### src/rtl/subtrator_serial_ctrl_if.sv
// subtrator_serial_ctrl_if
//   Request/result bundle between a requesting unit and the bit-serial
//   subtractor controller.
//   Optional feature macro: SUBTRATOR_BIN_EN (adds the borrow-in signal bin).
//
//   Signals
//     start   requester -> ctrl  request, sampled only while the controller is idle
//     a, b    requester -> ctrl  minuend / subtrahend, captured on an accepted start
//     bin     requester -> ctrl  borrow-in (SUBTRATOR_BIN_EN only)
//     busy    ctrl -> requester  high while the serial subtraction runs
//     done    ctrl -> requester  one-cycle pulse, diff/borrow valid
//     diff    ctrl -> requester  (a - b - bin) mod 2^WIDTH
//     borrow  ctrl -> requester  final borrow out
//
//   Modports: master = requesting unit, slave = controller.
interface subtrator_serial_ctrl_if #(
  parameter int WIDTH = 8
);
  logic             start;
  logic [WIDTH-1:0] a;
  logic [WIDTH-1:0] b;
`ifdef SUBTRATOR_BIN_EN
  logic             bin;
`endif
  logic             busy;
  logic             done;
  logic [WIDTH-1:0] diff;
  logic             borrow;

  modport master (
`ifdef SUBTRATOR_BIN_EN
    output bin,
`endif
    output start, a, b,
    input  busy, done, diff, borrow
  );

  modport slave (
`ifdef SUBTRATOR_BIN_EN
    input  bin,
`endif
    input  start, a, b,
    output busy, done, diff, borrow
  );
endinterface

### src/rtl/subtrator_serial_ctrl.sv
// subtrator_serial_ctrl
//   Bit-serial WIDTH-bit subtractor controller. One 1-bit full subtractor
//   cell (subtratorcompleto) is reused for WIDTH cycles, LSB first, with the
//   cell's borrow out fed back as the next bit's borrow in.
//   Optional feature macro: SUBTRATOR_BIN_EN adds a borrow-in (bus.bin) used
//   as the initial cin, allowing multi-word chaining; without it cin starts at 0.
//
//   Ports
//     clk   rising-edge clock
//     rst   asynchronous, active-high reset (aborts any running subtraction)
//     bus   subtrator_serial_ctrl_if.slave: start/a/b(/bin) in,
//           busy/done/diff/borrow out
//
//   Parameters
//     WIDTH operand/result width, 1..32

// 1-bit full subtractor: s = a - b - cin (mod 2), cout = borrow out.
module subtratorcompleto (
  input  logic a,
  input  logic b,
  input  logic cin,
  output logic s,
  output logic cout
);
  assign s    = a ^ b ^ cin;
  assign cout = (~a & (b | cin)) | (b & cin);
endmodule

module subtrator_serial_ctrl #(
  parameter int WIDTH = 8
) (
  input  logic                    clk,
  input  logic                    rst,
  subtrator_serial_ctrl_if.slave  bus
);
  localparam int CNT_W = (WIDTH > 1) ? $clog2(WIDTH) : 1;
  localparam logic [CNT_W-1:0] LAST_BIT = CNT_W'(WIDTH - 1);

  typedef enum logic [1:0] {
    S_IDLE = 2'd0,
    S_RUN  = 2'd1,
    S_DONE = 2'd2
  } state_t;

  state_t           state_q, state_d;
  logic [CNT_W-1:0] cnt_q, cnt_d;
  logic             brw_q, brw_d;
  logic [WIDTH-1:0] diff_q, diff_d;
  logic [WIDTH-1:0] a_sh_q, a_sh_d;
  logic [WIDTH-1:0] b_sh_q, b_sh_d;
  logic [WIDTH-1:0] diff_shift;
  logic             init_cin;
  logic             cell_s;
  logic             cell_cout;

`ifdef SUBTRATOR_BIN_EN
  assign init_cin = bus.bin;
`else
  assign init_cin = 1'b0;
`endif

  // The single shared cell always sees the current LSBs and running borrow.
  subtratorcompleto u_cell (
    .a    (a_sh_q[0]),
    .b    (b_sh_q[0]),
    .cin  (brw_q),
    .s    (cell_s),
    .cout (cell_cout)
  );

  // New result bit enters at the MSB so that after WIDTH shifts bit 0 sits at
  // the LSB. Written as shift-then-overwrite so WIDTH=1 needs no special case.
  always_comb begin
    diff_shift            = diff_q >> 1;
    diff_shift[WIDTH-1]   = cell_s;
  end

  always_comb begin
    state_d = state_q;
    cnt_d   = cnt_q;
    brw_d   = brw_q;
    diff_d  = diff_q;
    a_sh_d  = a_sh_q;
    b_sh_d  = b_sh_q;
    case (state_q)
      S_IDLE: begin
        if (bus.start) begin
          a_sh_d  = bus.a;
          b_sh_d  = bus.b;
          brw_d   = init_cin;
          cnt_d   = '0;
          state_d = S_RUN;
        end
      end
      S_RUN: begin
        a_sh_d = a_sh_q >> 1;
        b_sh_d = b_sh_q >> 1;
        diff_d = diff_shift;
        brw_d  = cell_cout;
        if (cnt_q == LAST_BIT) begin
          state_d = S_DONE;
        end else begin
          cnt_d = cnt_q + CNT_W'(1);
        end
      end
      S_DONE: begin
        state_d = S_IDLE;
      end
      default: begin
        state_d = S_IDLE;
      end
    endcase
  end

  // Control and visible results: cleared immediately by rst.
  always_ff @(posedge clk or posedge rst) begin
    if (rst) begin
      state_q <= S_IDLE;
      cnt_q   <= '0;
      brw_q   <= 1'b0;
      diff_q  <= '0;
    end else begin
      state_q <= state_d;
      cnt_q   <= cnt_d;
      brw_q   <= brw_d;
      diff_q  <= diff_d;
    end
  end

  // Operand shift registers are always reloaded on an accepted start, so
  // they carry no reset.
  always_ff @(posedge clk) begin
    a_sh_q <= a_sh_d;
    b_sh_q <= b_sh_d;
  end

  assign bus.busy   = (state_q == S_RUN);
  assign bus.done   = (state_q == S_DONE);
  assign bus.diff   = diff_q;
  assign bus.borrow = brw_q;
endmodule

### src/flat_wrapper.sv
// flat-port wrapper written by rule: the top's interface ports become plain ports
module subtrator_serial_ctrl_flat 
#(
  parameter int WIDTH = 8
)
  (clk, rst, bus_start, bus_a, bus_b, bus_busy, bus_done, bus_diff, bus_borrow);
  subtrator_serial_ctrl_if #(.WIDTH(WIDTH)) bus_i ();
  input  logic clk;
  input  logic rst;
  input wire logic [$bits(bus_i.start)-1:0] bus_start;
  input wire logic [$bits(bus_i.a)-1:0] bus_a;
  input wire logic [$bits(bus_i.b)-1:0] bus_b;
  output wire logic [$bits(bus_i.busy)-1:0] bus_busy;
  output wire logic [$bits(bus_i.done)-1:0] bus_done;
  output wire logic [$bits(bus_i.diff)-1:0] bus_diff;
  output wire logic [$bits(bus_i.borrow)-1:0] bus_borrow;
  assign bus_i.start = bus_start;
  assign bus_i.a = bus_a;
  assign bus_i.b = bus_b;
  assign bus_busy = bus_i.busy;
  assign bus_done = bus_i.done;
  assign bus_diff = bus_i.diff;
  assign bus_borrow = bus_i.borrow;
  subtrator_serial_ctrl #(.WIDTH(WIDTH)) u_core (.clk(clk), .rst(rst), .bus(bus_i));
endmodule
### config.mk
export PLATFORM = sky130hd
export DESIGN_NAME = subtrator_serial_ctrl_flat
export DESIGN_NICKNAME = d
export VERILOG_FILES = /design/src/rtl/subtrator_serial_ctrl_if.sv /design/src/rtl/subtrator_serial_ctrl.sv /design/src/flat_wrapper.sv
export SDC_FILE = /design/constraint.sdc
export NUM_CORES = 1
export LEC_CHECK = 0
export ABC_CLOCK_PERIOD_IN_PS = 1400
export BUFFER_PORTS_ARGS = -buffer_cell sky130_fd_sc_hd__buf_2
export CORE_UTILIZATION = 41
export CTS_CLUSTER_DIAMETER = 150
export DETAILED_ROUTE_END_ITERATION = 16
export PLACE_DENSITY_LB_ADDON = 0.08
export SYNTH_ARGS = -nofsm -noshare
export SYNTH_HDL_FRONTEND = slang
export SYNTH_SLANG_ARGS = --single-unit
### constraint.sdc
create_clock -name clk -period 1.4 [get_ports clk]
set_input_delay 0.28 -clock clk [delete_from_list [all_inputs] [get_ports clk]]
set_output_delay 0.28 -clock clk [all_outputs]
set_load 0.01 [all_outputs]
# Yosys cells after proc, flatten, opt, wreduce, memory -nomap -nowiden
# Cells that the tools add are included.
[totals] romBits=0 elab_cells=37 n_memories=0 ram_bits=0 ff_bits=30 latchBits=0
[classes] add_sub_neg=1 n_eq_ne=6 shifts=0 n_reduce_logical=5 order_cmp=0 n_bitwise=7 n_mux=12 multipliers=0 n_div=0
[op_table] cell="$pmux 8 s2" count=2
[op_table] cell="$mux 8" count=2
[op_table] cell="$mux 3" count=2
[op_table] cell="$pmux 3 s2" count=1
[op_table] cell="$mux 2" count=2
[op_table] cell="$ne 2x2->1 const B" count=2
[op_table] cell="$pmux 2 s2" count=1
[op_table] cell="$reduce_and 2->1" count=2
[op_table] cell="$add 3x1->3 const B" count=1
[op_table] cell="$eq 3x3->1 const B" count=1
[op_table] cell="$reduce_and 3->1" count=1
[op_table] cell="$and 1x1->1" count=2
[op_table] cell="$eq 2x1->1 const B" count=1
[op_table] cell="$eq 2x2->1 const B" count=1
[op_table] cell="$logic_not 2->1" count=1
[op_table] cell="$ne 2x1->1 const B" count=1
[op_table] cell="$or 1x1->1" count=2
[op_table] cell="$pmux 1 s2" count=1
[op_table] cell="$reduce_bool 2->1" count=1
[op_table] cell="$xor 1x1->1" count=2
[op_table] cell="$mux 1" count=1
[op_table] cell="$not 1->1" count=1

# Depth between registers and ports, before layout
# Gate-level depths: netlist (run 1).
[logic_depth] depth_word=4 depth_mapped=4 ltp_nobuf=4

# Cells and area by module
# Synthesis (run 1) repeated with hierarchy kept, for this count alone.
[hier_totals] cells_unflattened=86 area_unflattened_um2=1373.8
[by_module_without_submodules] mod="subtrator_serial_ctrl" cells_each=83 n_inst=1 seq_area_each_um2=830.8 area_per_inst_um2=1346.3
[by_module_without_submodules] mod="subtratorcompleto" cells_each=3 n_inst=1 seq_area_each_um2=0.0 area_per_inst_um2=27.5

# Worst setup path before layout (run 1)
# No wires, ideal clock.
[synth_timing] path_kind="register -> register" start="register u_core.cnt_q[0]" end="register u_core.cnt_q[0]" period_less_slack_ns=1.365 stages_incl_launch_ff=5 n_path_buf=0 setup_ns=0.124 slack_ns=0.035 arrival_time_ns=1.241 cell_sequence="dfrtp_1 ha_1 ha_1 and3_1 a211o_1"
[synth_between] elab_chain_cells=3 elab_cells_between_ends=6 classes_between="add/sub (1); eq/ne (2); mux (2); reduce/logical (1)"
[synth_rtl] item="from (decl)" line_no="subtrator_serial_ctrl.sv:46" rtl="logic [CNT_W-1:0] cnt_q, cnt_d;"
[synth_rtl] item="from (signal assigned)" line_no="subtrator_serial_ctrl.sv:124" rtl="cnt_q <= cnt_d;"
[synth_rtl] item="$add 3x1->3 or $eq 3x3->1 (tied branches)" line_no="subtrator_serial_ctrl.sv:103, subtrator_serial_ctrl.sv:100"
[synth_rtl] item="$mux 3 or $ne 2x2->1 (tied branches)"
[synth_rtl] item="$pmux 3 s2 or $reduce_and 3->1 (tied branches)"
# Several ways; a longest one is shown, not always the timed one. The select of a mux whose other input is x is not followed.
# A chain may end at the register's enable or synchronous reset.

# Worst setup path in the final report (run 1)
[layout_timing] start="register u_core.state_q[1]" end="register u_core.a_sh_q[4] (data pin)"
[layout_between] elab_chain_cells=2 elab_cells_between_ends=3 classes_between="eq/ne (1); mux (1); reduce/logical (1)"
[layout_rtl] item="from (decl)" line_no="subtrator_serial_ctrl.sv:45" rtl="state_t state_q, state_d;"
[layout_rtl] item="from (signal assigned)" line_no="subtrator_serial_ctrl.sv:123" rtl="state_q <= state_d;"
[layout_rtl] item="$eq 2x1->1 or $logic_not 2->1 (tied branches)" line_no="subtrator_serial_ctrl.sv:85" rtl="case (state_q)"
[layout_rtl] item="$pmux 8 s2 *" line_no="subtrator_serial_ctrl.sv:85"
[layout_rtl] item="net u_core.a_sh_d[4]" line_no="subtrator_serial_ctrl.sv:49" rtl="logic [WIDTH-1:0] a_sh_q, a_sh_d;"
[layout_rtl] item="to (signal assigned)" line_no="subtrator_serial_ctrl.sv:133" rtl="a_sh_q <= a_sh_d;"
[layout_rtl] item="to (decl)" line_no="subtrator_serial_ctrl.sv:49"
# Mark *: on every way through the listed nets, which the timed path passes. The rest lies on a longest branch.

==> impl_metrics.ini, run 1 <==
[place]
place_congestion = 0.776
dpl.hpwl_mm = 1.51
placedCellCount = 157
port_buffers = 29

[synth]
yosysTopAreaCell = edfxtp_1
ys_top_cells_by_area = edfxtp_1 (35%), dfrtp_1 (26%), mux2_4 (19%)
syn_nets = 101
ys.flop_type = edfxtp_1
async_flop_share_pct = 46.7
syn_inst = 79
yosysSeqAreaShare_pct = 61.3
yosys_warnings = 0
ys_seq_elements = 30
avgSynthCellArea_um2 = 17.2
yosysUniqueCellTypes = 19
synth_most_common_cell = mux2_4
synth_area_mm2 = 0.00136
synth-edff-count = 16
synth_common_cells = mux2_4 (17), edfxtp_1 (16), dfrtp_1 (14)
yosysTopAreaCellShare_pct = 35.5

[status]
run_status = finished, violations left
violations = setup timing

[worst_setup_path]
cp-start-kind = flip-flop
crit_type = reg -> reg
arrival_ns = 1.50
end_kind = flip-flop
critPathRequiredTime_ns = 1.49
crit_buf_inv = 2
cp_max_fo = 5
worst_path_largest_cell_delay_ns = 0.40
critPathSlowestCell = dfrtp_1
path_cells = nand2b_4 > buf_12 > clkbuf_16 > mux2_4
cp_top_family = flip-flops

[cts]
htree_levels = 2
clock-sinks = 30
cts_root_buf = clkbuf_4
cts_buffers = 5
insertion_delay_ns = 0.33
clk_path_buf_depth = 2
cts.clk_slew.worst_paths_ns = 0.09
cts_tree = built

[final_layout]
nNetsFinal = 154
drive_gt1_share_pct = 59.4
syn_to_final_growth_pct = 38.3
final_cells = 177
num_antenna_cells = 0

[drt]
ant_nets = 0
viasPerCell = 4.75
drt_drc_violations_left = 0
dr.pass1.iters = 4
wl_mm = 2.44
dr.first_iter.drc_count = 19
detail_route.wl_per_cell_um = 13.8
num_vias = 841

[min_path]
hp-class = in -> reg

[grt]
overflow = 0
grt_pass1_wl_mm = 3.67
grt_antenna_before_repair = 0
grtUsageTotal_pct = 15.0
grt_start_max_net_pins = 18
grt_pass1_vias = 805

[timing]
worst_pin_slew_ns = 0.546
max_freq_mhz = 709
rsz0062_at_grt = true
period_needed_ns = 1.41
period_share_pct = 101
hold_viol_final = 0
finalSetupViolCount = 5
drv_slew = 0
fin_ws_ns = -0.0110
relSlewSlack_pct = 63.6
setup_tns_ns = -0.0158
skew_ns = 0.00703
whs_ns = 0.230

[floorplanning]
die_area_mm2 = 0.00354
ios = 30
rows = 20
core_area_mm2 = 0.00310
initial_utilization_pct = 43.7
die_w_um = 59.5
die_h_um = 59.5

[power_and_ir_drop]
power.total_mw = 4.44
powerDensity_mw_per_mm2 = 2370
vdd_drop_max_mv = 1.04
p_leak_nw = 0.873

[job]
drv_cap = 0
==> cell families (layout without fill, tap and decap cells) <==
kind of cell / count (synthesis) / after routing / synth area share, %
fa+ha+maj: 3 / 3 / 3.32
mux: 22 / 22 / 23.0
simple gates: 11 / 11 / 6.00
buf+inv: 7 / 61 / 3.05
compound gates: 6 / 6 / 3.32
flops: 30 / 30 / 61.3
==> cells in the final DEF, fill, tap and decap left out, types with 2 or more instances in the layout <==
cell type / instances
mux2_4: 17
buf_12: 5
and2_1: 3
and3_1: 3
edfxtp_1: 16
a211o_1: 3
buf_6: 3
inv_1: 4
dfrtp_1: 14
buf_2: 28
clkbuf_1: 3
nor4bb_1: 2
mux2_2: 5
buf_4: 9
clkbuf_4: 5
clkbuf_16: 2
==> metrics by stage <==
stage          instance area, um^2  setup WS, ns  utilization [%]
6_report                      1870       -0.0110             60.4
5_1_grt                       1870       -0.0373             60.4
4_1_cts                       1750      -0.00515             56.5
3_5_place_dp                  1620       -0.0804             52.3
3_3_place_gp                  1620        0.0382             52.3
2_1_floorplan                 1360        0.0349                -
==> flip-flops by register name (all words and copies together) (netlist names) <==
name,flops
u_core.bus.borrow,1
u_core.state_q,2
u_core.bus.diff,8
u_core.b_sh_q,8
u_core.cnt_q,3
u_core.a_sh_q,8
==> power breakdown <==
group | switching (mW) | total (mW) | internal, mW
clock network | 0.283 | 0.482 | 0.200
logic | 0.808 | 2.27 | 1.47
registers | 0.206 | 1.69 | 1.48
==> what timing repair did <==
item / in CTS / in global routing
setup buffers: 4 / 5
resized for setup: 7 / 3
hold buffers: 1 / 0
hold endpoints to repair: 14 / 0
cloned: 0 / 2
endpoints found under the setup margin: 5 / 33
==> per-layer routing <==
| layer | vias up | GRT usage (%) | share of wire [%] |
|---|---|---|---|
| li1 | 400 | - | - |
| met1 | 415 | 17.8 | 43 |
| met2 | 20 | 23.3 | 50 |
| met3 | 6 | 6.77 | 5.5 |
| met4 | 0 | 6.98 | 1.8 |
| met5 | - | 0 | 0 |
==> worst register-to-register path, stage by stage, from the launching register on <==
cell and delay [ns]:
dfrtp_1 0.40, nand2b_4 0.18, buf_12 0.15, clkbuf_16 0.15, mux2_4 0.29
==> path summary, 6_finish.rpt <==
kind / from / end / slack, ns / depth (start not counted)
max: u_core.state_q[1] / u_core.a_sh_q[4] / -0.01 / 4
min: bus_a[7] / u_core.a_sh_q[7] / 0.23 / 2
max reg2reg: u_core.state_q[1] / u_core.a_sh_q[4] / -0.01 / 4
min reg2reg: u_core.bus.diff[0] / u_core.bus.diff[0] / 0.52 / 1
max in group asynchronous: rst / u_core.bus.diff[7] / 0.51 / 3
min in group asynchronous: rst / u_core.bus.borrow / 0.53 / 3
==> area by class of cell <==
type                    instances  area (um^2)
well taps                      44         55.1
multi-input cells              42          514
flip-flops and latches         30          831
clock buffers                   8         48.8
repair buffers                 48          402
inverters                       5         23.8
fillers                       272         1230
Note: power is estimated with default switching activity, not from simulation.
==> inputs of run 2 (changes only) <==
Settings changed: ABC_CLOCK_PERIOD_IN_PS 1400 to 1200.
Clock period 1.4 ns to 1.2 ns, I/O delays scaled along.
==> run 2 against run 1 <==
Effect of this change: clock power is 27% higher; wire length is 1.0% lower; die area stayed put; the run still ends with setup timing left; critical path type is now reg -> out; sequential share of layout area is 1.1 points lower; critical path depth stayed put; first-iteration DRC count is 47% lower; power is 18% higher; clock skew is 0.0033 ns higher; register-to-register slack worse by 0.21 ns; final area is 2.7% higher.
==> impl_metrics.ini, run 2 (synthesized netlist as in run 1, its figures left out) <==
[status]
run_status = finished, violations left
violations = setup timing

[grt]
grt_pass1_vias = 847
grtUsageTotal_pct = 15.9
grt_pass1_wl_mm = 3.86
grt_start_max_net_pins = 14
grt_antenna_before_repair = 0
overflow = 0

[power_and_ir_drop]
p_leak_nw = 0.889
powerDensity_mw_per_mm2 = 2730
vdd_drop_max_mv = 1.09

[cts]
cts_buffers = 5
clock-sinks = 30
insertion_delay_ns = 0.32
cts_tree = built
cts_root_buf = clkbuf_4
htree_levels = 2
cts.clk_slew.worst_paths_ns = 0.10
clk_path_buf_depth = 2

[final_layout]
final_cells = 182
num_antenna_cells = 0
drive_gt1_share_pct = 68.1
syn_to_final_growth_pct = 42.1
nNetsFinal = 159
final_common_cell = buf_2
utilization_pct = 62.1
final_cell_mix = buf_2 (27), mux2_4 (18), edfxtp_1 (16)

[place]
place_congestion = 0.671
placedCellCount = 162
port_buffers = 29
dpl.hpwl_mm = 1.56

[floorplanning]
ios = 30
initial_utilization_pct = 43.7
die_area_mm2 = 0.00354
die_w_um = 59.5
rows = 20
core_area_mm2 = 0.00310
die_h_um = 59.5

[worst_setup_path]
worst_path_largest_cell_delay_ns = 0.43
cp_max_fo = 2
critPathSlowestCell = dfrtp_2
path_cells = buf_6 > buf_6 > nor2b_1 > buf_2
arrival_ns = 1.19
crit_top_cell = buf_6
critPathRequiredTime_ns = 0.96
crit_type = reg -> out
crit_buf_inv = 3
cp-start-kind = flip-flop
cp_top_family = flip-flops
rrSetupSlack_ns = -0.22
end_kind = output port

[timing]
period_share_pct = 119
finalSetupViolCount = 44
hold_viol_final = 0
drv_slew = 0
worst_pin_slew_ns = 0.293
fin_ws_ns = -0.231
period_needed_ns = 1.43
skew_ns = 0.0104
relSlewSlack_pct = 80.5
max_freq_mhz = 699
rsz0062_at_grt = true

[job]
drv_cap = 0

[drt]
drt_drc_violations_left = 0
detail_route.wl_per_cell_um = 13.2
dr.pass1.iters = 3
dr.first_iter.drc_count = 10
ant_nets = 0
wl_mm = 2.41
num_vias = 834
viasPerCell = 4.58

[min_path]
hp-class = in -> reg
-- run 2: metal layers --
metal / GRT usage, % / part of all wire, %
met4: 6.98 / 1.8
met2: 24.6 / 48
met1: 19.7 / 46
met5: 0 / 0
met3: 6.55 / 3.9
-- run 2: path summary, 6_finish.rpt --
path                                    start                 end  cells after the start
hold / removal                       bus_a[7]    u_core.a_sh_q[7]                      2
setup / recovery            u_core.state_q[0]            bus_done                      4
max in group asynchronous                 rst  u_core.bus.diff[0]                      4
min in group asynchronous                 rst     u_core.cnt_q[0]                      3
hold reg to reg            u_core.bus.diff[0]  u_core.bus.diff[0]                      1
setup reg to reg            u_core.state_q[0]    u_core.a_sh_q[2]                      4
-- run 2: repair_timing --
| item | in CTS | in global routing |
|---|---|---|
| setup endpoints to repair | 37 | 47 |
| endpoints found under the hold margin | 6 | 0 |
| buffers inserted | 7 | 4 |
| cloned | 1 | 0 |
| pin swaps | 6 | 5 |
| gates resized for setup | 11 | 6 |
| hold buffers | 1 | 0 |
-- run 2: area by class of cell --
| type | count | area (um^2) |
|---|---|---|
| well taps | 44 | 55.1 |
| repair inverters | 1 | 7.51 |
| flip-flops and latches | 30 | 832 |
| repair buffers | 52 | 397 |
| clock inverters | 1 | 5.00 |
| inverters | 5 | 28.8 |
| multi-input cells | 42 | 546 |
| fillers | 255 | 1180 |
| clock buffers | 7 | 55.1 |
-- run 2: metrics by stage --
step | area [um^2] | worst slack [ns] | power [mW] | hold WS (ns) | TNS, ns
finish | 1930 | -0.231 | 5.26 | 0.195 | -7.17
global route | 1930 | -0.288 | 5.61 | 0.174 | -8.79
detailed placement | 1690 | -0.0713 | 4.21 | 0.191 | -1.44
CTS | 1880 | -0.239 | 5.17 | 0.183 | -5.59
global placement | 1690 | -0.0472 | 4.13 | 0.187 | -0.736
floorplan | 1400 | -0.0540 | 3.53 | 0.129 | -0.880
-- run 2: power by group --
| part | switching, mW | leakage, nW | internal (mW) |
|---|---|---|---|
| logic | 0.940 | 0.515 | 1.72 |
| clock network | 0.328 | 0.0353 | 0.284 |
| registers | 0.256 | 0.338 | 1.73 |
| total | 1.52 | 0.889 | 3.74 |
==> inputs of run 3 (changes only) <==
Settings changed: SETUP_SLACK_MARGIN set to 0.4.
==> run 3 against run 2 <==
Effect of this change: the run still ends with setup timing left; power rose by 4.8%; clock skew is 0.0027 ns higher; first-iteration DRC count is 110% higher; setup slack better by 0.0014 ns; via count is 5.6% higher; final area up 4.2%; critical path depth is the same; sequential cell count did not move.
==> impl_metrics.ini, run 3 (synthesized netlist as in run 1, its figures left out) <==
[floorplanning]
die_h_um = 59.5
die_area_mm2 = 0.00354
die_w_um = 59.5
initial_utilization_pct = 43.7
ios = 30
core_area_mm2 = 0.00310
rows = 20

[power_and_ir_drop]
p_leak_nw = 0.937
power.total_mw = 5.51
powerDensity_mw_per_mm2 = 2750
vdd_drop_max_mv = 1.09

[cts]
clock-sinks = 30
htree_levels = 2
cts_tree = built
clk_path_buf_depth = 2
cts_root_buf = clkbuf_4
cts_buffers = 5
insertion_delay_ns = 0.32
cts.clk_slew.worst_paths_ns = 0.10

[drt]
num_vias = 881
dr.pass1.iters = 4
ant_nets = 0
viasPerCell = 4.59
drt_drc_violations_left = 0
wl_mm = 2.59
dr.first_iter.drc_count = 21
detail_route.wl_per_cell_um = 13.5

[timing]
skew_ns = 0.0130
hold_viol_final = 0
whs_ns = 0.193
finalSetupViolCount = 44
period_needed_ns = 1.43
drv_slew = 0
max_freq_mhz = 700
relSlewSlack_pct = 77.8
rsz0062_at_grt = true
period_share_pct = 119
worst_pin_slew_ns = 0.332
fin_ws_ns = -0.229
setup_tns_ns = -6.89

[job]
drv_cap = 0

[grt]
grt_antenna_before_repair = 0
grtUsageTotal_pct = 16.7
grt_start_max_net_pins = 14
grt_pass1_wl_mm = 4.04
grt_pass1_vias = 879
overflow = 0

[worst_setup_path]
crit_type = reg -> out
rrSetupSlack_ns = -0.22
ff2ff_path_depth = 4
path_cells = buf_6 > buf_6 > nor2b_1 > buf_2
critPathRequiredTime_ns = 0.96
arrival_ns = 1.19
end_kind = output port
worst_path_largest_cell_delay_ns = 0.42
r2r-start = u_core.state_q[0]
reg2reg_to = u_core.b_sh_q[0]
critPathSlowestCell = dfrtp_2
cp-start-kind = flip-flop
crit_top_cell = buf_6
cp_max_fo = 2

[final_layout]
n_fill_cell = 242
fin_area_mm2 = 0.00201
final_cells = 192
drive_gt1_share_pct = 70.3
syn_to_final_growth_pct = 48.1
num_antenna_cells = 0
regArea_um2 = 832
utilization_pct = 64.7
nNetsFinal = 169
multiInputGateArea_um2 = 546
final_cell_mix = buf_2 (27), buf_4 (20), mux2_4 (18)
final_common_cell = buf_2

[min_path]
hp-start = bus_a[7]
hp-class = in -> reg
whs_endpoint = u_core.a_sh_q[7]
whs_path_depth = 2

[status]
run_status = finished, violations left
violations = setup timing

[place]
placedCellCount = 162
port_buffers = 29
post-place-ws_ns = -0.0713
place_area_mm2 = 0.00169
place_congestion = 0.671
dpl.hpwl_mm = 1.56
## run 3: cell count changes in the layout (fill, tap and decap cells not counted), sizes merged
cell / previous run / this run
buf: 51 / 60
dlygate4sd3: 1 / 2
## run 3: cell type report
class,count,share of cell area [%]
Timing Repair inverter,1,0.374
Timing Repair Buffer,62,23.8
Clock buffer,7,2.74
Multi-Input combinational cell,42,27.2
Tap cell,44,2.74
Sequential cell,30,41.5
Inverter,5,1.43
Clock inverter,1,0.249
## run 3: repair_timing
action / CTS / global route
pin swaps: 6 / 3
endpoints found under the setup margin: 57 / 57
resized for setup: 14 / 4
gates cloned: 1 / 0
buffers inserted: 14 / 5
endpoints found under the hold margin: 6 / 0
hold buffers: 2 / 0
## run 3: critical path: cells and delay by family, from the launching register on
kind / cells / cell delay (ns)
and+or+nand+nor: 1 / 0.08
DFF: 1 / 0.42
buffers and inverters: 3 / 0.35
## run 3: how the worst max path moves through the flow
stage | startpoint | to | cells after the start
global placement | u_core.cnt_q[1] | u_core.cnt_q[2] | 4
CTS | u_core.state_q[0] | bus_done | 4
detailed placement | u_core.state_q[1] | u_core.a_sh_q[4] | 3
floorplan | u_core.cnt_q[0] | u_core.cnt_q[2] | 4
global route | u_core.state_q[0] | bus_done | 4
finish | u_core.state_q[0] | bus_done | 4
## run 3: power by group
group / internal (mW) / switching [mW] / total (mW)
Sequential: 1.73 / 0.231 / 1.96
Combinational: 1.90 / 1.04 / 2.94
Clock: 0.284 / 0.329 / 0.612
Total: 3.92 / 1.60 / 5.51
## run 3: routing by layer
| metal | vias up | track usage [%] | share of wire (%) |
|---|---|---|---|
| met2 | 23 | 26.0 | 49 |
| li1 | 429 | - | - |
| met5 | - | 0 | 0 |
| met3 | 6 | 7.21 | 3.6 |
| met4 | 0 | 6.98 | 1.4 |
| met1 | 423 | 20.2 | 46 |
